File: src/rtl/dadda_pipe_if.sv
// Handshake and data bundle for the blitter adder operand-A pipeline.
// Slave is the pipeline's view; master is the producer/consumer environment's view.
interface dadda_pipe_if #(
    parameter int LW    = 16,
    parameter int LANES = 4,
    parameter int NSRC  = 5,
    parameter int SELW  = 3
);
    localparam int PW = LANES * LW;

    logic                 in_valid;
    logic                 in_ready;
    logic [PW-1:0]        dstd;
    logic [NSRC*PW-1:0]   srcs;
    logic [SELW-1:0]      sel;
    logic [1:0]           mode;
    logic [LANES-1:0]     lane_en;
    logic                 out_valid;
    logic                 out_ready;
    logic [PW-1:0]        adda;

    // Valid/ready: a beat moves on a rising edge where valid && ready; the
    // sender holds valid and payload until then, and ready never waits on valid.
    modport slave (
        input  in_valid, dstd, srcs, sel, mode, lane_en, out_ready,
        output in_ready, out_valid, adda
    );

    modport master (
        output in_valid, dstd, srcs, sel, mode, lane_en, out_ready,
        input  in_ready, out_valid, adda
    );
endinterface

File: src/rtl/dadda_pipe.sv
// Two-stage operand-A selector: stage 1 picks dstd or a source phrase,
// stage 2 applies the lane mode then the lane mask and drives adda.
module dadda_pipe #(
    parameter int LW    = 16,
    parameter int LANES = 4,
    parameter int NSRC  = 5,
    parameter int SELW  = 3
) (
    input  logic                 sys_clk,
    input  logic                 reset,
    dadda_pipe_if.slave          bus,
    output logic                 illegal_sel,
    output logic [15:0]          xfer_cnt
);
    localparam int PW   = LANES * LW;
    localparam int HALF = LANES / 2;

    localparam logic [1:0] MODE_PASS  = 2'b00;
    localparam logic [1:0] MODE_BCAST = 2'b01;
    localparam logic [1:0] MODE_SWAP  = 2'b10;

    logic              s1_valid_q, s1_valid_d;
    logic [PW-1:0]     s1_data_q, s1_data_d;
    logic [1:0]        s1_mode_q, s1_mode_d;
    logic [LANES-1:0]  s1_lane_en_q, s1_lane_en_d;
    logic              out_valid_q, out_valid_d;
    logic [PW-1:0]     adda_q, adda_d;
    logic              illegal_q, illegal_d;
    logic [15:0]       xfer_cnt_q, xfer_cnt_d;

    logic              s2_adv;
    logic              accept;
    logic              drain;
    logic              sel_bad;
    logic [PW-1:0]     sel_phrase;
    logic [PW-1:0]     shaped;

    assign s2_adv = s1_valid_q && (!out_valid_q || bus.out_ready);
    assign accept = bus.in_valid && bus.in_ready;
    assign drain  = out_valid_q && bus.out_ready;

    assign bus.in_ready  = !s1_valid_q || s2_adv;
    assign bus.out_valid = out_valid_q;
    assign bus.adda      = adda_q;
    assign illegal_sel   = illegal_q;
    assign xfer_cnt      = xfer_cnt_q;

    // Source mux; an out-of-range select yields an all-zero phrase.
    always_comb begin
        sel_phrase = '0;
        sel_bad    = (bus.sel > SELW'(NSRC));
        if (bus.sel == '0) begin
            sel_phrase = bus.dstd;
        end
        for (int k = 0; k < NSRC; k++) begin
            if (bus.sel == SELW'(k + 1)) begin
                sel_phrase = bus.srcs[k*PW +: PW];
            end
        end
    end

    // Lane shaping: pick the source lane per mode, then zero masked lanes.
    always_comb begin
        shaped = '0;
        for (int i = 0; i < LANES; i++) begin
            int src_lane;
            case (s1_mode_q)
                MODE_BCAST: src_lane = 0;
                MODE_SWAP:  src_lane = (i + HALF) % LANES;
                default:    src_lane = i;
            endcase
            if (s1_lane_en_q[i]) begin
                shaped[i*LW +: LW] = s1_data_q[src_lane*LW +: LW];
            end
        end
    end

    always_comb begin
        s1_valid_d   = s1_valid_q;
        s1_data_d    = s1_data_q;
        s1_mode_d    = s1_mode_q;
        s1_lane_en_d = s1_lane_en_q;
        out_valid_d  = out_valid_q;
        adda_d       = adda_q;
        illegal_d    = illegal_q;
        xfer_cnt_d   = xfer_cnt_q;

        if (accept) begin
            s1_valid_d   = 1'b1;
            s1_data_d    = sel_phrase;
            s1_mode_d    = bus.mode;
            s1_lane_en_d = bus.lane_en;
            if (sel_bad) begin
                illegal_d = 1'b1;
            end
        end else if (s2_adv) begin
            s1_valid_d = 1'b0;
        end

        if (s2_adv) begin
            out_valid_d = 1'b1;
            adda_d      = shaped;
        end else if (drain) begin
            out_valid_d = 1'b0;
        end

        // Free-running wrap is intended; no overflow indication.
        if (drain) begin
            xfer_cnt_d = xfer_cnt_q + 16'd1;
        end
    end

    always_ff @(posedge sys_clk or posedge reset) begin
        if (reset) begin
            s1_valid_q   <= 1'b0;
            s1_data_q    <= '0;
            s1_mode_q    <= MODE_PASS;
            s1_lane_en_q <= '0;
            out_valid_q  <= 1'b0;
            adda_q       <= '0;
            illegal_q    <= 1'b0;
            xfer_cnt_q   <= '0;
        end else begin
            s1_valid_q   <= s1_valid_d;
            s1_data_q    <= s1_data_d;
            s1_mode_q    <= s1_mode_d;
            s1_lane_en_q <= s1_lane_en_d;
            out_valid_q  <= out_valid_d;
            adda_q       <= adda_d;
            illegal_q    <= illegal_d;
            xfer_cnt_q   <= xfer_cnt_d;
        end
    end
endmodule

File: src/flat_wrapper.sv
// flat-port wrapper written by rule: the top's interface ports become plain ports
module dadda_pipe_flat 
#(
    parameter int LW    = 16,
    parameter int LANES = 4,
    parameter int NSRC  = 5,
    parameter int SELW  = 3
)
  (sys_clk, reset, illegal_sel, xfer_cnt, bus_in_valid, bus_dstd, bus_srcs, bus_sel, bus_mode, bus_lane_en, bus_out_ready, bus_in_ready, bus_out_valid, bus_adda);
  dadda_pipe_if #(.LW(LW), .LANES(LANES), .NSRC(NSRC), .SELW(SELW)) bus_i ();
  input  logic sys_clk;
  input  logic reset;
  output logic illegal_sel;
  output logic [15:0] xfer_cnt;
  input wire logic [$bits(bus_i.in_valid)-1:0] bus_in_valid;
  input wire logic [$bits(bus_i.dstd)-1:0] bus_dstd;
  input wire logic [$bits(bus_i.srcs)-1:0] bus_srcs;
  input wire logic [$bits(bus_i.sel)-1:0] bus_sel;
  input wire logic [$bits(bus_i.mode)-1:0] bus_mode;
  input wire logic [$bits(bus_i.lane_en)-1:0] bus_lane_en;
  input wire logic [$bits(bus_i.out_ready)-1:0] bus_out_ready;
  output wire logic [$bits(bus_i.in_ready)-1:0] bus_in_ready;
  output wire logic [$bits(bus_i.out_valid)-1:0] bus_out_valid;
  output wire logic [$bits(bus_i.adda)-1:0] bus_adda;
  assign bus_i.in_valid = bus_in_valid;
  assign bus_i.dstd = bus_dstd;
  assign bus_i.srcs = bus_srcs;
  assign bus_i.sel = bus_sel;
  assign bus_i.mode = bus_mode;
  assign bus_i.lane_en = bus_lane_en;
  assign bus_i.out_ready = bus_out_ready;
  assign bus_in_ready = bus_i.in_ready;
  assign bus_out_valid = bus_i.out_valid;
  assign bus_adda = bus_i.adda;
  dadda_pipe #(.LW(LW), .LANES(LANES), .NSRC(NSRC), .SELW(SELW)) u_core (.sys_clk(sys_clk), .reset(reset), .bus(bus_i), .illegal_sel(illegal_sel), .xfer_cnt(xfer_cnt));
endmodule
File: config.mk
export PLATFORM = sky130hd
export DESIGN_NAME = dadda_pipe_flat
export DESIGN_NICKNAME = d
export VERILOG_FILES = /design/src/rtl/dadda_pipe_if.sv /design/src/rtl/dadda_pipe.sv /design/src/flat_wrapper.sv
export SDC_FILE = /design/constraint.sdc
export NUM_CORES = 1
export LEC_CHECK = 0
export BUFFER_PORTS_ARGS = -buffer_cell sky130_fd_sc_hd__buf_2
export CAP_MARGIN = 5
export CORE_AREA = 2 2 188 190
export DETAILED_ROUTE_END_ITERATION = 16
export DIE_AREA = 0 0 190 192
export HOLD_SLACK_MARGIN = 0.02
export MAX_ROUTING_LAYER = met4
export PLACE_DENSITY = 0.6
export SLEW_MARGIN = 20
export SYNTH_ARGS = -nofsm -noshare
export SYNTH_HDL_FRONTEND = slang
export SYNTH_SLANG_ARGS = --single-unit
File: constraint.sdc
create_clock -name sys_clk -period 5.7 [get_ports sys_clk]
set_clock_uncertainty 0.1 [all_clocks]
set_input_delay 0.57 -clock sys_clk [delete_from_list [all_inputs] [get_ports sys_clk]]
set_output_delay 0.57 -clock sys_clk [all_outputs]
set_load 0.02 [all_outputs]
After elaboration in Yosys (flattened, before gate mapping)
Index checks and enable logic that the tools add are counted.
W data, S select, Z words.
- logic and storage cells: 51
- flip-flop bits (word level): 153
- output and inout port bits: 83
- reductions and logical operators: 12
- multiplexer cells: 18
- equal/unequal tests: 7
- magnitude comparators: 1
- shift operators: 4
- add/sub/neg operators: 1
- operator list (kind ; count):
    $mux W64 ; 6
    $shiftx A64 B7 Y16 ; 4
    $mux W16 ; 4
    $add A16 B1 Y16 const B ; 1
    $pmux W2 S2 ; 2
    $eq A3 B2 Y1 const B ; 2
    $eq A3 B3 Y1 const B ; 2
    $mux W1 ; 4
    $mux W2 ; 2
    $reduce_bool A2 Y1 ; 2
    $eq A3 B1 Y1 const B ; 1
    $gt A3 B3 Y1 const B ; 1
    $logic_and A1 B1 Y1 ; 3
    $logic_not A3 Y1 ; 1
    $eq A2 B1 Y1 const B ; 1
    $eq A2 B2 Y1 const B ; 1
    $logic_not A1 Y1 ; 2
    $logic_or A1 B1 Y1 ; 2
    $reduce_and A2 Y1 ; 1
    $reduce_or A2 Y1 ; 1

Longest topological paths before layout
Gate-level depths: netlist (run 1).
- depth in word-level cells: 7
- gate-level depth with buffers: 8
- gate-level depth less buffers: 6

Least setup slack after synthesis (run 1)
OpenSTA, ideal clock, no wires.
- kind: in2reg
- start point: in bus_out_ready
- end point: reg u_core.s1_data_q[21]
- arrival: 1708 ps
- stages on the path: 5
- path buffers: 2
- path slack: 3771 ps
- setup time: 121 ps
- path through: nand3b_1 > and2_1 > buf_4 > clkbuf_1 > o22a_1
- word-level cells in the longest chain between the ends: 4
- ends and longest elaborated chain (item ; RTL line ; source):
    start, declared ; flat_wrapper.sv:21 ; input wire logic [$bits(bus_i.out_ready)-1:0] bus_out_ready;
    $logic_or A1 B1 Y1 ; dadda_pipe.sv:38 ; assign s2_adv = s1_valid_q && (!out_valid_q || bus.out_ready);
    $logic_and A1 B1 Y1 ; dadda_pipe.sv:38 ;
    $logic_or A1 B1 Y1 ; dadda_pipe.sv:42 ; assign bus.in_ready = !s1_valid_q || s2_adv;
    $logic_and A1 B1 Y1 ; dadda_pipe.sv:39 ; assign accept = bus.in_valid && bus.in_ready;
    end signal, assigned ; dadda_pipe.sv:125 ; s1_data_q <= s1_data_d;
    end, declared ; dadda_pipe.sv:23 ; logic [PW-1:0] s1_data_q, s1_data_d;
Every way passes these cells.
A chain may end at the register's enable or synchronous reset.

Worst setup path after layout (run 1)
- start point: in bus_sel[1]
- end point: reg u_core.s1_data_q[25]
- word-level cells in the longest chain between the ends: 7
- elaborated cells between the ends (all ways): 12
- classes of those cells: eq/ne: 5; mux: 6; reduce/logical: 1
- ends and longest elaborated chain (item ; RTL line ; source):
    start, declared ; flat_wrapper.sv:18 ; input wire logic [$bits(bus_i.sel)-1:0] bus_sel;
    $logic_not A3 Y1 ; dadda_pipe.sv:52 ; if (bus.sel == '0) begin
    $mux W64 ; dadda_pipe.sv:52 ;
    $mux W64 (4 in a row) ; dadda_pipe.sv:56 ; if (bus.sel == SELW'(k + 1)) begin
    $mux W64 * ; dadda_pipe.sv:56 ;
Mark *: on every way between the ends. The rest lies on a longest branch, timed or not.

==> results of run 1 <==
==> cells by family (layout without fill, tap and decap cells) <==
group	after synthesis	in the layout
compound gates	293	293
mux	193	193
fa+ha+maj	3	3
xor+xnor	15	15
simple gates	213	213
flops	153	153
other cells	0	3
buf+inv	89	525
==> sequential cells by signal, summed over array words and instances (netlist names) <==
| signal | count |
|---|---|
| u_core.bus.adda | 64 |
| u_core.s1_data_q | 64 |
| u_core.xfer_cnt | 16 |
| u_core.s1_lane_en_q | 4 |
| u_core.s1_mode_q | 2 |
| u_core.bus.out_valid | 1 |
| u_core.illegal_sel | 1 |
| u_core.s1_valid_q | 1 |
==> through the flow <==
step | instance area [um^2] | power, mW | hold WS, ns
after CTS | 12900 | 3.97 | 0.219
after global placement | 12300 | 2.73 | 0.346
final | 12900 | 3.92 | 0.240
after floorplan | 9590 | 2.19 | 0.346
after global routing | 12900 | 4.14 | 0.233
after detailed placement | 12300 | 2.75 | 0.351
==> synth_stat cells (all sizes together) <==
cell    instances  area share, %
inv             3           0.12
o22ai          33            2.2
and3            2           0.13
nand2          90            3.5
ha              3           0.39
and2            2           0.13
a21oi          32            1.7
clkbuf         46            1.8
nand3           8           0.42
o21ai         131            6.8
mux2i         112             12
nand3b          2           0.16
dfrtp         153             40
nand4           3           0.20
a31o            1          0.091
nand2b          5           0.33
xnor2          11            1.0
nor2           67            2.6
mux2           50            5.9
mux4           31            7.3
nor3            3           0.16
nor2b          31            2.0
a22o           32            2.9
buf            40            2.4
o22a           64            5.8
xor2            4           0.37
==> layout make-up <==
type / count / area, um^2
Antenna cell: 3 / 7.51
Clock buffer: 17 / 425
Clock inverter: 15 / 180
Fill cell: 3500 / 21400
Inverter: 3 / 16.3
Multi-Input combinational cell: 717 / 5360
Sequential cell: 153 / 3830
Tap cell: 455 / 569
Timing Repair Buffer: 490 / 2490
==> per-layer routing <==
metal	part of all wire (%)	global-route usage [%]	wire length, um	up-vias
met5	0	-	0	-
met4	1.8	5.13	772	0
met3	6.2	4.22	2590	43
met2	48	36.8	20000	392
met1	44	30.6	18400	4538
li1	-	-	-	4411
==> critical path, cell delays in order <==
cell and delay (ns):
buf_2 0.51, buf_4 0.49, nand2b_2 0.30, buf_4 0.37, o22a_1 0.26, o21ai_1 0.13
==> cells in the final DEF, fill, tap and decap left out, drive strengths merged, types with 3 or more instances in the layout <==
| master | n |
|---|---|
| a21oi | 32 |
| o22a | 64 |
| inv | 12 |
| clkbuf | 17 |
| a22o | 32 |
| mux2i | 112 |
| clkinv | 3 |
| ha | 3 |
| xor2 | 4 |
| buf | 490 |
| mux2 | 50 |
| nor2b | 31 |
| diode | 3 |
| xnor2 | 11 |
| dfrtp | 153 |
| nand3 | 8 |
| nand4 | 3 |
| mux4 | 31 |
| o21ai | 131 |
| o22ai | 33 |
| nor2 | 67 |
| nand2b | 5 |
| nand2 | 90 |
| nor3 | 3 |
==> where the power goes <==
group | total [mW] | switching [mW] | internal (mW)
Combinational | 1.22 | 0.700 | 0.518
Sequential | 1.50 | 0.230 | 1.27
Clock | 1.20 | 0.536 | 0.666
Total | 3.92 | 1.47 | 2.46
==> how the worst max path moves through the flow <==
stage | endpoint | cells past startpoint
4_1_cts | u_core.s1_data_q[41] | 5
5_1_grt | u_core.s1_data_q[25] | 6
2_1_floorplan | u_core.bus.adda[0] | 1
6_report | u_core.s1_data_q[25] | 6
3_5_place_dp | u_core.s1_data_q[41] | 5
3_3_place_gp | u_core.s1_data_q[45] | 5
==> summary.md, run 1 <==
| Metric | Value |
|---|---|
| Global Route Usage Sum | `a little under a quarter` |
| Die width | `about 190 um` |
| Setup Slack @ Placement | `approximately 2.8 ns` |
| R2r setup slk | `3.34 ns` |
| Leak | `6.28 nW` |
| VDD IR max | `192 uV` |
| Hold Crit Start | `bus_lane_en[2]` |
| Die ar. | `roughly 36000 um^2` |
| Final min period | `approximately 2.5 ns` |
| GP Congestion | `0.924` |
| DR DRC count | `0` |
| Layout Area Growth over Synthesis | `34.3%` |
| Main combinational cell family by area after synthesis | `multiplexers` |
| Clock net sink count | `153` |
| Hold path cells | `3` |
| Class of the most critical setup path | `in -> reg` |
| Final worst setup slack | `3.24 ns` |
| Hold bufs inserted after CTS | `0` |
| Layout Utilization | `37.6%` |
| Hold EP | `u_core.s1_lane_en_q[2]` |
| Type of element capturing the critical path | `flop` |
| Max Fclk | `between 400 and 500 MHz` |
| Clk Latency, worst-skew pair | `around 0.43 ns` |
| Final cell count without fillers | `1853` |
| CTS tree | `done` |
| H-tree depth | `4` |
| CTS clk-pin slew, worst paths | `around 0.07 ns` |
| Pre-Repair DR Iteration Count | `4` |
| Slew HR | `30.0%` |
| CTS max path bufs | `2` |
| Seq/Total Area, Yosys | `39.9%` |
| Synth warn | `0` |
| Post-CTS resize count | `0` |
| Power per standard cell area | `slightly above 300 nW/um^2` |
| Vias in the first global route | `9271` |
| R2R depth | `5` |
| Simple-gate share of the synthesized area | `9.68%` |
| CP Launch Type | `input port` |
| DR vias/cell | `approximately 5` |
| Yosys cell types | `31` |
| WL/cell | `22.6 um` |
| Worst slew pin tran | `1.05 ns` |
| Compound-cell area share of the yosys netlist | `19.5%` |
| Adder-cell share of the synthesized area | `0.391%` |
| Num rows | `68` |
| I/O Pins | `480` |
| Crit. Startpoint | `bus_sel[1]` |
| Cell count after synthesis | `roughly 960` |
| Setup Fix Bufs, Post-CTS | `0` |
| Layout cell share with drive strength beyond 1 | `approximately two fifths` |
| Worst min path class | `in -> reg` |
| Outcome | `finished, final reports clean` |
| Multiplexer area fraction after synthesis | `24.8%` |
| Nets | `1782` |
| Root buffer cell | `clkbuf_16` |
| Placed insts | `approximately 1800` |
| RSZ-0062 raised after global routing | `no` |
| Worst Path Required | `5.96 ns` |
| Remaining antenna violation count after routing | `0` |
| Final WL | `41.8 mm` |
| Crit Reg-Reg Endpoint | `u_core.bus.adda[36]` |
| Num CTS Buffers | `17` |
| Xor-xnor portion of the synthesized cell area | `1.37%` |
| FF-to-FF Start | `u_core.s1_mode_q[0]` |
| Buffers on Ports | `~480` |
| Post-Synthesis Cell Area | `9590 um^2` |
| Max-cap violations | `0` |
| Worst EP arrival | `2.71 ns` |
| Syn Area/Cell | `10.0 um^2` |
| Initial Util | `28.0%` |
| Period utilization | `43.1%` |
| Aggregate global routing overflow | `0` |
| Floorplan core area | `34300 um^2` |
| Via count | `9384` |
| Net Count, Synth | `1359` |
| Count of final setup violators | `0` |
| Max FO, Critical Path | `46` |
| Chip height | `between 150 and 200 um` |
| Pin count of the biggest net entering global routing | `106` |
| First-pass GRT wire length | `60.3 mm` |
| DP HPWL | `33.5 mm` |
| Final Hold Fails | `0` |
| Setup TNS | `0 ns` |
| DR iter-0 viols | `between 500 and 600` |
| Final Max Slew Viols | `0` |
| #FFs+latches synth | `153` |
| Initial antenna violation count | `6` |
Note: power is estimated with default switching activity, not from simulation.
==> run 2: changes to the inputs <==
--- a/config.mk
+++ b/config.mk
@@ -12,7 +12,7 @@
 export DIE_AREA = 0 0 190 192
 export HOLD_SLACK_MARGIN = 0.02
 export MAX_ROUTING_LAYER = met4
-export PLACE_DENSITY = 0.6
+export PLACE_DENSITY = 0.62
 export SLEW_MARGIN = 20
 export SYNTH_ARGS = -nofsm -noshare
 export SYNTH_HDL_FRONTEND = slang
==> constraint.sdc (replaced) <==
create_clock -name sys_clk -period 2.1 [get_ports sys_clk]
set_clock_uncertainty 0.1 [all_clocks]
set_input_delay 0.21 -clock sys_clk [delete_from_list [all_inputs] [get_ports sys_clk]]
set_output_delay 0.21 -clock sys_clk [all_outputs]
set_load 0.02 [all_outputs]
==> summary.md, run 2 (same netlist as run 1, synthesis figures left out) <==
| Metric | Value |
|---|---|
| Design Area, Final | `13600 um^2 (+5.8%)` |
| Worst slew pin tran | `0.803 ns (-0.246 ns)` |
| Hold WS | `0.0698 ns (-0.170 ns)` |
| Period utilization | `92.1%` |
| Class of the most critical setup path | `reg -> reg` |
| Final WL | `42.5 mm (+1.7%)` |
| DR DRC count | `0 (unchanged)` |
| Root buffer cell | `clkbuf_16` |
| Nets | `1849 (+3.8%)` |
| Final Hold Fails | `0 (unchanged)` |
| Pin count of the biggest net entering global routing | `97 (-8.5%)` |
| Fillers | `3447 (-1.5%)` |
| Global Route Usage Sum | `23.6% (+0.50 points)` |
| Max-cap violations | `0 (unchanged)` |
| Initial Util | `28.0% (unchanged)` |
| Worst EP arrival | `2.13 ns (-0.58 ns)` |
| First-pass GRT wire length | `62.0 mm (+2.9%)` |
| CTS max path bufs | `2 (unchanged)` |
| Aggregate global routing overflow | `0 (unchanged)` |
| Worst min path class | `in -> reg` |
| Num CTS Buffers | `17 (unchanged)` |
| RSZ-0062 raised after global routing | `no` |
| Clk Latency, worst-skew pair | `0.44 ns (about the same)` |
| Outcome | `finished, final reports clean` |
| Die ar. | `36500 um^2 (unchanged)` |
| Most frequent cells in the layout | `477 x buf_2, 153 x dfrtp_1, 112 x mux2i_1` |
| Max FO, Critical Path | `32 (-30%)` |
| Placed insts | `1843 (+1.4%)` |
| Final worst setup slack | `0.166 ns (-3.08 ns)` |
| Num rows | `68 (unchanged)` |
| Layout Utilization | `39.8% (+2.2 points)` |
| WL/cell | `22.1 um (-2.1%)` |
| Slew HR | `46.3% (+16 points)` |
| Worst Path Required | `2.29 ns (-3.67 ns)` |
| CP Launch Type | `flop` |
| Via count | `9754 (+3.9%)` |
| Final min period | `1.93 ns` |
| Pre-Repair DR Iteration Count | `4 (unchanged)` |
| H-tree depth | `4 (unchanged)` |
| Remaining antenna violation count after routing | `0 (unchanged)` |
| CTS clk-pin slew, worst paths | `0.07 ns (about the same)` |
| DR vias/cell | `5.07 (about the same)` |
| VDD IR max | `569 uV (+200%)` |
| Post-CTS resize count | `0 (unchanged)` |
| Die width | `190 um (unchanged)` |
| CTS tree | `done` |
| Final cell count without fillers | `1925 (+3.9%)` |
| Floorplan core area | `34300 um^2 (unchanged)` |
| Power per standard cell area | `779 nW/um^2 (+160%)` |
| DP HPWL | `34.4 mm (+2.8%)` |
| Layout cell share with drive strength beyond 1 | `40.1% (-0.20 points)` |
| I/O Pins | `480 (unchanged)` |
| Type of element capturing the critical path | `flop` |
| DR iter-0 viols | `505 (-15%)` |
| Chip height | `192 um (unchanged)` |
| Placed instance area | `12600 um^2 (+2.9%)` |
| Buffers on Ports | `479 (unchanged)` |
| Vias in the first global route | `9731 (+5.0%)` |
| Max Fclk | `517 MHz` |
| Leak | `6.60 nW (+5.1%)` |
| GP Congestion | `0.894 (-3.2%)` |
| Layout Area Growth over Synthesis | `42.1%` |
| Initial antenna violation count | `10 (+4)` |
| Setup Slack @ Placement | `0.217 ns (-2.58 ns)` |
| Final Max Slew Viols | `0 (unchanged)` |
| Clock net sink count | `153 (unchanged)` |
| Count of final setup violators | `0 (unchanged)` |
| Setup Fix Bufs, Post-CTS | `0 (unchanged)` |
| Commonest non-fill, non-tap cell in the layout | `buf_2` |
-- run 2: cell types whose count changed in the layout (fill, tap and decap cells not counted), moves of 3 or more --
cell	previous run	this run
dlygate4sd3_1	0	42
buf_12	0	14
buf_4	12	23
diode_2	3	8
clkinvlp_4	1	5
inv_6	7	4
-- run 2: what timing repair did --
action,CTS,global route
endpoints found under the hold margin,62,0
setup endpoints to repair,0,0
hold buffers,42,0
-- run 2: power by group --
group          total [mW]  switching, mW  internal, mW
Combinational        3.50           1.94          1.56
Sequential           4.08          0.618          3.46
Clock                3.04           1.47          1.57
Total                10.6           4.04          6.58
-- run 2: layout make-up --
class | count | area, um^2 | area share, %
Antenna cell | 8 | 20.0 | 0.147
Clock buffer | 18 | 429 | 3.15
Clock inverter | 14 | 133 | 0.973
Inverter | 3 | 15.0 | 0.110
Multi-Input combinational cell | 717 | 5360 | 39.4
Sequential cell | 153 | 3830 | 28.1
Tap cell | 455 | 569 | 4.18
Timing Repair Buffer | 557 | 3270 | 24.0
-- run 2: routing by layer --
metal,vias up,track usage [%],part of all wire (%)
li1,4538,-,-
met1,4798,31.6,45
met2,389,37.5,48
met3,29,3.76,5.6
met4,0,5.72,1.5
met5,-,-,0
-- run 2: through the flow --
| step | power, mW | TNS (ns) |
|---|---|---|
| finish | 10.6 | 0 |
| global route | 11.2 | 0 |
| CTS | 10.7 | 0 |
| detailed placement | 7.58 | 0 |
| global placement | 7.53 | 0 |
| floorplan | 5.95 | -21.56 |
-- run 2: worst paths after layout --
| check | cells after the start | slack [ns] | endpoint | startpoint |
|---|---|---|---|---|
| max | 6 | 0.17 | u_core.bus.adda[28] | u_core.s1_mode_q[1] |
| min | 4 | 0.07 | u_core.s1_data_q[7] | bus_srcs[71] |
| max reg2reg | 6 | 0.17 | u_core.bus.adda[28] | u_core.s1_mode_q[1] |
| min reg2reg | 1 | 0.36 | u_core.xfer_cnt[15] | u_core.xfer_cnt[15] |
| max in group asynchronous | 4 | 0.86 | u_core.s1_data_q[16] | reset |
| min in group asynchronous | 3 | 0.36 | u_core.s1_data_q[63] | reset |
-- run 2: worst max-delay path, cell delays in order, from the launching register on --
cell	delay, ns
dfrtp_1	0.38
inv_1	0.08
ha_2	0.19
buf_12	0.22
mux2_1	0.37
a21oi_1	0.32
o21ai_1	0.09
==> run 3: changes to the inputs <==
--- a/config.mk
+++ b/config.mk
@@ -12,7 +12,7 @@
 export DIE_AREA = 0 0 190 192
 export HOLD_SLACK_MARGIN = 0.02
 export MAX_ROUTING_LAYER = met4
-export PLACE_DENSITY = 0.62
+export PLACE_DENSITY = 0.6
 export SLEW_MARGIN = 20
 export SYNTH_ARGS = -nofsm -noshare
 export SYNTH_HDL_FRONTEND = slang
==> constraint.sdc (replaced) <==
create_clock -name sys_clk -period 2.4 [get_ports sys_clk]
set_clock_uncertainty 0.1 [all_clocks]
set_input_delay 0.24 -clock sys_clk [delete_from_list [all_inputs] [get_ports sys_clk]]
set_output_delay 0.24 -clock sys_clk [all_outputs]
set_load 0.02 [all_outputs]
==> summary.md, run 3 (same netlist as run 1, synthesis figures left out) <==
| Metric | Value |
|---|---|
| Final Max Slew Viols | `0 (unchanged)` |
| Int Pwr | `5.78 mW (-12%)` |
| CP Cell Sequence | `inv_1, ha_2, buf_12, mux2i_1, nor2_1, a21oi_1, o21ai_1` |
| Clock net sink count | `153 (unchanged)` |
| WL/cell | `22.2 um (+0.74%)` |
| RSZ-0062 raised after global routing | `no` |
| Slew HR | `40.4% (-6.0 points)` |
| VDD IR max | `496 uV (-13%)` |
| CTS max path bufs | `2 (unchanged)` |
| Vias in the first global route | `9779 (+0.49%)` |
| Layout Area Growth over Synthesis | `41.5%` |
| Wire length on met2 | `20.3 mm (-1.2%)` |
| First-pass GRT wire length | `61.7 mm (-0.58%)` |
| Commonest non-fill, non-tap cell in the layout | `buf_2` |
| Leak | `6.57 nW (-0.36%)` |
| Aggregate global routing overflow | `0 (unchanged)` |
| H-tree depth | `4 (unchanged)` |
| Class of the most critical setup path | `reg -> reg` |
| CTS clk-pin slew, worst paths | `0.08 ns (about the same)` |
| Area occupied by multi-input gates | `5360 um^2 (unchanged)` |
| Remaining antenna violation count after routing | `0 (unchanged)` |
| Worst min path class | `in -> reg` |
| Clock Power Share | `29.6% (+1.0 points)` |
| Setup TNS | `0 ns (unchanged)` |
| Sw frac | `38.3% (+0.30 points)` |
| Sw power | `3.59 mW (-11%)` |
| Final Hold Fails | `0 (unchanged)` |
| Layout Utilization | `39.6% (-0.16 points)` |
| Global Route Usage Sum | `23.7% (+0.069 points)` |
| Via count | `9642 (-1.1%)` |
| Initial antenna violation count | `11 (+1)` |
| FF+latch area | `3830 um^2 (unchanged)` |
| Crit path capture | `u_core.bus.adda[49]` |
| Top Metal Used | `met4` |
| Power per standard cell area | `690 nW/um^2 (-11%)` |
| Clk Latency, worst-skew pair | `0.44 ns (about the same)` |
| Met1 wire length | `18.7 mm (-1.2%)` |
| FF-to-FF Start | `u_core.s1_mode_q[1]` |
| Period utilization | `85.6% (-6.4 points)` |
| Final WL | `42.6 mm (+0.32%)` |
| Die width | `190 um (unchanged)` |
| Num CTS Buffers | `17 (unchanged)` |
| Floorplan core area | `34300 um^2 (unchanged)` |
| Initial Util | `28.0% (unchanged)` |
| Cell count along the critical path | `7 (+1)` |
| Nets | `1840 (-0.49%)` |
| Crit. Startpoint | `u_core.s1_mode_q[1]` |
| CP Buf/Inv Count | `2 (unchanged)` |
| Count of final setup violators | `0 (unchanged)` |
| GP Congestion | `0.872 (-2.5%)` |
| Max Fclk | `487 MHz (-5.9%)` |
| Seq pwr share | `38.2% (-0.2 points)` |
| CP Launch Type | `flop` |
| CTS tree | `done` |
| DR DRC count | `0 (unchanged)` |
| Worst EP arrival | `2.27 ns (+0.14 ns)` |
| Worst slew pin tran | `0.893 ns (+0.0894 ns)` |
| Chip height | `192 um (unchanged)` |
| Max FO, Critical Path | `18 (-44%)` |
| Logic pwr share | `32.3% (-0.7 points)` |
| Max-cap violations | `0 (unchanged)` |
| DR iter-0 viols | `543 (+7.5%)` |
| Type of element capturing the critical path | `flop` |
| DR vias/cell | `5.03 (-0.74%)` |
| Layout cell share with drive strength beyond 1 | `40.1% (about the same)` |
| Root buffer cell | `clkbuf_16` |
| Die ar. | `36500 um^2 (unchanged)` |
| Met3 wire length | `2.54 mm (+7.6%)` |
| Num rows | `68 (unchanged)` |
| I/O Pins | `480 (unchanged)` |
| Critical-path top delay cell | `dfrtp_1` |
| Final min period | `2.06 ns (+0.122 ns)` |
| Pre-Repair DR Iteration Count | `5 (+1)` |
| Hold Crit Start | `bus_srcs[276]` |
| R2r setup slk | `0.34 ns (+0.18 ns)` |
| Worst Path Required | `2.61 ns (+0.32 ns)` |
| R2R depth | `7 (+1)` |
| Post-CTS resize count | `0 (unchanged)` |
| DP HPWL | `34.4 mm (about the same)` |
| Pin count of the biggest net entering global routing | `79 (-19%)` |
| Fillers | `3474 (+0.78%)` |
| Buffers on Ports | `479 (unchanged)` |
| Outcome | `finished, final reports clean` |
| Delay-heaviest family, CP | `flip-flops` |
| Crit Reg-Reg Endpoint | `u_core.bus.adda[49]` |
| Most frequent cells in the layout | `477 x buf_2, 153 x dfrtp_1, 112 x mux2i_1` |
| Crit path largest cell delay | `0.39 ns (about the same)` |
[run 3: changes by cell type in the layout (fill, tap and decap cells not counted), sizes merged]
cell	before	now
clkinv	3	9
buf	515	510
dlygate4sd3	42	38
clkinvlp	5	2
inv	9	7
clkbuf	18	17
diode	8	9
[run 3: cell type report]
cell class | count | share of cell area, %
multi-input combinational | 717 | 39.5
inverter | 3 | 0.111
sequential | 153 | 28.2
timing repair buffer | 548 | 23.3
tap | 455 | 4.19
antenna | 9 | 0.166
clock inverter | 15 | 1.35
clock buffer | 17 | 3.13
[run 3: per-stage QoR]
step                      instance area, um^2  setup WS, ns  hold WS [ns]  std cells  power, mW
after floorplan                          9600         0.129         0.245        959       5.21
after global placement                  12600         0.471         0.336       1838       6.56
after detailed placement                12600         0.412         0.345       1838       6.61
after CTS                               13600         0.366        0.0214       1908       9.46
after global routing                    13600         0.282        0.0261       1917       9.88
final                                   13600         0.345        0.0300       1917       9.37
[run 3: power groups by stage]
stage          combinational [mW]  sequential [mW]  clock (mW)
3_5_place_dp                 2.97             3.64           0
6_report                     3.03             3.58        2.77
4_1_cts                      3.03             3.59        2.83
3_3_place_gp                 2.94             3.62           0
2_1_floorplan                1.54             3.67           0
5_1_grt                      3.29             3.64        2.95
[run 3: routing by layer]
layer	up-vias	track usage [%]
li1	4509	-
met5	-	-
met4	0	8.35
met3	43	5.21
met2	365	36.6
met1	4725	30.6
[run 3: worst min-delay path by stage]
| stage | end | slack [ns] | cells after the start |
|---|---|---|---|
| after floorplan | u_core.s1_lane_en_q[0] | 0.25 | 2 |
| after global placement | u_core.s1_lane_en_q[2] | 0.34 | 3 |
| after detailed placement | u_core.s1_lane_en_q[2] | 0.34 | 3 |
| after CTS | u_core.s1_data_q[23] | 0.02 | 3 |
| after global routing | u_core.s1_data_q[23] | 0.03 | 3 |
| final | u_core.s1_data_q[20] | 0.03 | 3 |
[run 3: what timing repair did]
action                    CTS  global route
setup buffers               0             0
hold buffers               38             0
hold endpoints to repair   67             0
[run 3: worst min-delay path, stage by stage]
cell     delay [ns]
buf_2          0.07
o21ai_0        0.08
o21ai_1        0.13
